**config.mk**
```make
export PLATFORM = sky130hd
export DESIGN_NAME = rescale_decode
export DESIGN_NICKNAME = d
export VERILOG_FILES = /design/src/rtl/rescale_decode.sv
export SDC_FILE = /design/constraint.sdc
export NUM_CORES = 1
export LEC_CHECK = 0
export CAP_MARGIN = 15
export CORE_ASPECT_RATIO = 1.75
export CORE_UTILIZATION = 60
export CTS_BUF_LIST = sky130_fd_sc_hd__clkbuf_4
export DETAILED_ROUTE_END_ITERATION = 8
export PLACE_DENSITY_LB_ADDON = 0.1
export REMOVE_ABC_BUFFERS = 1
export SYNTH_ARGS = -nofsm -noshare
export SYNTH_HDL_FRONTEND = slang
export SYNTH_SLANG_ARGS = --single-unit
```
**constraint.sdc**
```tcl
create_clock -name clk -period 11.6 [get_ports clk]
set_clock_uncertainty 0.2 [all_clocks]
set_input_delay 2.32 -clock clk [delete_from_list [all_inputs] [get_ports clk]]
set_output_delay 2.32 -clock clk [all_outputs]
set_load 0.03 [all_outputs]
```
**src/rtl/rescale_decode.sv**
```systemverilog
// Reconstructs NSAMP 3-bit codes per clock into NBITS-wide samples through a
// programmable 4-entry level table, and histograms the raw codes over a window.
module rescale_decode #(
    parameter int NSAMP   = 8,
    parameter int NBITS   = 12,
    parameter int CNTBITS = 24
) (
    input  logic                     clk,
    input  logic                     rst,
    input  logic [NSAMP*3-1:0]       din,
    input  logic                     din_valid,
    input  logic                     level_wr,
    input  logic [1:0]               level_addr,
    input  logic [NBITS-2:0]         level_data,
    output logic [NSAMP*NBITS-1:0]   dout,
    output logic                     dout_valid,
    input  logic [15:0]              win_len,
    input  logic                     hist_start,
    output logic                     hist_busy,
    output logic                     hist_done,
    input  logic [2:0]               hist_sel,
    output logic [CNTBITS-1:0]       hist_count
);
    localparam int CW = $clog2(NSAMP + 1);
    localparam int SW = ((CNTBITS > CW) ? CNTBITS : CW) + 1;
    localparam logic [CNTBITS-1:0] BIN_MAX = '1;

    typedef enum logic [1:0] {IDLE, RUN, DONE} state_t;

    logic [NBITS-2:0]         level_q [4];
    logic [NSAMP*3-1:0]       din_q;
    logic                     vld_q;
    logic [NSAMP*NBITS-1:0]   dout_q, dout_d;
    logic                     dout_valid_q;
    state_t                   state_q;
    logic [15:0]              win_q;
    logic [CNTBITS-1:0]       bin_q [8];
    logic [CNTBITS-1:0]       bin_d [8];
    logic [CW-1:0]            add_d [8];
    logic [CNTBITS-1:0]       count_q;
    logic                     busy_q, done_q;

    // Negative codes use a one's-complement image of the positive level.
    for (genvar g = 0; g < NSAMP; g++) begin : g_lane
        logic [2:0]       code;
        logic [1:0]       m;
        logic [NBITS-1:0] mag;
        assign code = din_q[3*g +: 3];
        assign m    = code[2] ? code[1:0] : ~code[1:0];
        assign mag  = {1'b0, level_q[m]};
        assign dout_d[NBITS*g +: NBITS] = code[2] ? mag : ~mag;
    end

    always_comb begin
        for (int k = 0; k < 8; k++) begin
            add_d[k] = '0;
            for (int i = 0; i < NSAMP; i++) begin
                if (din[3*i +: 3] == 3'(k)) add_d[k] = add_d[k] + CW'(1);
            end
        end
    end

    // Widened sum so saturation can be detected before truncation.
    always_comb begin
        for (int k = 0; k < 8; k++) begin
            logic [SW-1:0] sum;
            sum = SW'(bin_q[k]) + SW'(add_d[k]);
            bin_d[k] = (sum > SW'(BIN_MAX)) ? BIN_MAX : sum[CNTBITS-1:0];
        end
    end

    always_ff @(posedge clk) begin
        if (rst) begin
            level_q[0]   <= (NBITS-1)'('h040);
            level_q[1]   <= (NBITS-1)'('h0C0);
            level_q[2]   <= (NBITS-1)'('h140);
            level_q[3]   <= (NBITS-1)'('h1C0);
            din_q        <= '0;
            vld_q        <= 1'b0;
            dout_q       <= '0;
            dout_valid_q <= 1'b0;
            state_q      <= IDLE;
            win_q        <= '0;
            for (int k = 0; k < 8; k++) bin_q[k] <= '0;
            count_q      <= '0;
            busy_q       <= 1'b0;
            done_q       <= 1'b0;
        end else begin
            if (level_wr) level_q[level_addr] <= level_data;
            din_q        <= din;
            vld_q        <= din_valid;
            dout_q       <= dout_d;
            dout_valid_q <= vld_q;
            count_q      <= bin_q[hist_sel];
            case (state_q)
                IDLE, DONE: begin
                    if (hist_start) begin
                        state_q <= RUN;
                        for (int k = 0; k < 8; k++) bin_q[k] <= '0;
                        win_q   <= (win_len == 16'd0) ? 16'd1 : win_len;
                        busy_q  <= 1'b1;
                        done_q  <= 1'b0;
                    end
                end
                RUN: begin
                    if (din_valid) begin
                        for (int k = 0; k < 8; k++) bin_q[k] <= bin_d[k];
                    end
                    win_q <= win_q - 16'd1;
                    if (win_q == 16'd1) begin
                        state_q <= DONE;
                        busy_q  <= 1'b0;
                        done_q  <= 1'b1;
                    end
                end
                default: begin
                    state_q <= IDLE;
                    busy_q  <= 1'b0;
                    done_q  <= 1'b0;
                end
            endcase
        end
    end

    assign dout       = dout_q;
    assign dout_valid = dout_valid_q;
    assign hist_busy  = busy_q;
    assign hist_done  = done_q;
    assign hist_count = count_q;

endmodule

```
==> run metrics <==
status finished, final reports clean; Post-CTS Setup Bufs 0; Routed WL per cell 20.5 um; final count of pins violating max slew 0; vias in the first global route 21374; CP startpoint kind primary input; Routed Wire Length 69.9 mm; WHS 0.244 ns; Clock Sinks 401; Clock power frac 0.305; insertion delay of the later-clocked pin in the worst-skew pair 0.83 ns; clock root cell clkbuf_4; layout cells sized above 1 0.136; Int Pwr 0.00263 W; post-CTS resize count 0; commonest non-fill, non-tap cell in the layout a21oi_1; ANT nets after route 0; most frequent cells in the layout a21oi_1, nor2_1, xor2_1; mapped cell area 26600 um2; htree depth 3; Bufs on Longest Clock Path 3; largest net degree at the start of global routing 93; number of detailed-route iterations in the first pass 5; cell count after synthesis 2605; 1st-iter DRT viols 1443; P_leak 11.6 nW; initial antenna violation count 2; initial core utilization 0.610; grt ovf 0; PortBufs 183; CP Max Fanout 22; power density cells 128 nW/um2; Slew headroom 0.201; Max VDD drop 0.107 mV; residual DRC count 0; IO Count 184; setup TNS 0 ns; Seq pwr share 0.453; Sw Pwr 0.00122 W; R2R Path End bin_q[2][1]; reg2reg start bin_q[2][6]; crit path time final 9.09 ns; required time worst endpoint 11.87 ns; Hold Crit Class register to register; Hold Path Depth 1; hold path start vld_q; final hold vios 0; FP Rows 101; Post-synth EDFFs 212; die extent in y 281 um; Die ar. 45200 um2; unrepaired setup endpoints after global routing no; Switching Fraction 0.316; Tot GR Track Use 0.312; Max Freq 110 MHz; placer congestion estimate 1.01; Area Overhead vs Synth 13.1%; Max Cap Viol 0; CTS Hold Bufs 0; Avg Vias per Cell 6.11; Vias 20847; critical path class primary input to register; Setup violations, final 0; Main synth FF type edfxtp_1; DP Wirelength 51.1 mm; r2r worst-path depth 6; async set-reset flop share out of synthesis 0; period utilisation layout 0.784; CTS clk-pin slew, worst paths 0.07 ns; CORE AREA 43600 um2; Worst EP arrival 9.36 ns; Critical Path End Type register; Syn Area/Cell 10.2 um2; worst-margin pin slew 1.20 ns; reg-to-reg slack, setup 7.99 ns; width of the die 161 um; post-synthesis sequential area ratio 0.382; dpl cells 3236; hold path endpoint dout_valid; Unique masters post-synth 87; synth warn 0; nets@finish 2934; final std cells w/o fill 3412; synthesized flop and latch total 401; CTS buffer count 92; TritonCTS clock tree built; Comb pwr share 0.241; first-pass GRT wire length 110 mm
==> critical path, stage by stage <==
cell	delay, ns
clkdlybuf4s50_1	0.87
nor3b_1	1.02
mux2i_1	0.31
xor2_1	0.30
o21ai_0	0.13
ha_1	0.32
nand2b_1	0.16
a21oi_1	0.15
a31oi_1	0.07
xnor2_1	0.15
mux2i_1	0.20
ha_1	0.27
mux2_2	0.28
ha_1	0.29
mux2_2	0.30
fa_1	0.44
a21o_1	0.20
a21oi_1	0.51
nor3_1	0.21
nand4_1	0.69
a21oi_1	0.16
==> worst max path at each step <==
stage,startpoint,depth (start not counted),endpoint,slack [ns]
floorplan,din[5],26,bin_q[1][0],3.04
global placement,din[3],27,bin_q[1][1],1.93
detailed placement,din[8],21,bin_q[4][20],1.70
CTS,din[8],21,bin_q[4][2],2.55
global route,din[8],21,bin_q[4][4],2.01
finish,din[8],21,bin_q[4][5],2.51
==> layout make-up <==
class	count	area [um2]
Multi-Input combinational cell	1982	15600
Fill cell	3343	13500
Sequential cell	401	10100
Timing Repair Buffer	215	2080
Clock buffer	128	961
Tap cell	566	708
Inverter	75	282
Clock inverter	42	263
Antenna cell	3	7.51
==> cell families after synthesis <==
family / count (synthesis) / share of synthesized area
DFF: 401 / 0.382
and+or+nand+nor: 854 / 0.166
xor gates and xnor gates: 376 / 0.129
buffers and inverters: 222 / 0.0320
muxes: 204 / 0.141
adders and majority gates: 107 / 0.0525
AOI/OAI and AO/OA: 441 / 0.0972
==> sequential cells by signal, summed over array words and instances, names as in the netlist <==
| name | flops |
|---|---|
| bin_q | 192 |
| dout | 96 |
| level_q | 44 |
| din_q | 24 |
| hist_count | 24 |
| win_q | 16 |
| state_q | 2 |
| dout_valid | 1 |
| hist_busy | 1 |
| vld_q | 1 |
==> cells in the mapped netlist (all sizes together) (6+ instances only) <==
cell type | instances | area share
mux2 | 16 | 0.0068
a21oi | 245 | 0.046
and2 | 48 | 0.011
nor3b | 29 | 0.010
xnor2 | 158 | 0.056
and3 | 43 | 0.010
mux4 | 136 | 0.12
a211oi | 10 | 0.0028
nor2b | 43 | 0.010
nand3 | 97 | 0.018
a31oi | 20 | 0.0047
or3b | 9 | 0.0030
nand2 | 165 | 0.023
nand3b | 16 | 0.0045
nand4b | 7 | 0.0023
nor2 | 241 | 0.034
or2 | 17 | 0.0040
clkbuf | 113 | 0.016
o22ai | 11 | 0.0026
inv | 75 | 0.011
a21o | 18 | 0.0051
nand4 | 23 | 0.0054
nor4 | 6 | 0.0014
and3b | 14 | 0.0046
o21ai | 61 | 0.011
buf | 34 | 0.0055
nand2b | 22 | 0.0052
a22oi | 8 | 0.0023
xor2 | 217 | 0.072
edfxtp | 212 | 0.24
mux2i | 52 | 0.020
ha | 98 | 0.046
dfxtp | 189 | 0.14
fa | 8 | 0.0060
nor3 | 41 | 0.0081
or3 | 16 | 0.0038
o31ai | 7 | 0.0020
o211ai | 15 | 0.0042
==> power groups by stage <==
stage                     Combinational (W)  Sequential [W]  Clock, W
after global routing                0.00100         0.00176   0.00126
after global placement             0.000903         0.00177         0
after floorplan                    0.000529         0.00184         0
final                              0.000929         0.00174   0.00117
after CTS                          0.000928         0.00174   0.00120
after detailed placement           0.000924         0.00177         0
==> through the flow <==
stage / instance area (um2) / utilization / worst slack [ns] / power, W
after floorplan: 26000 / - / 3.04 / 0.00236
after global placement: 28800 / 0.661 / 1.93 / 0.00267
after detailed placement: 28800 / 0.661 / 1.70 / 0.00270
after CTS: 30000 / 0.689 / 2.55 / 0.00387
after global routing: 30100 / 0.690 / 2.01 / 0.00402
final: 30100 / 0.690 / 2.51 / 0.00385
==> routing by layer <==
| metal | share of wire | up-vias | GRT usage |
|---|---|---|---|
| met5 | 0 | - | 0 |
| met3 | 0.048 | 202 | 0.0412 |
| li1 | - | 9804 | - |
| met1 | 0.36 | 10133 | 0.327 |
| met4 | 0.051 | 0 | 0.175 |
| met2 | 0.55 | 708 | 0.590 |
No activity file was read; power rests on OpenSTA's default activity.
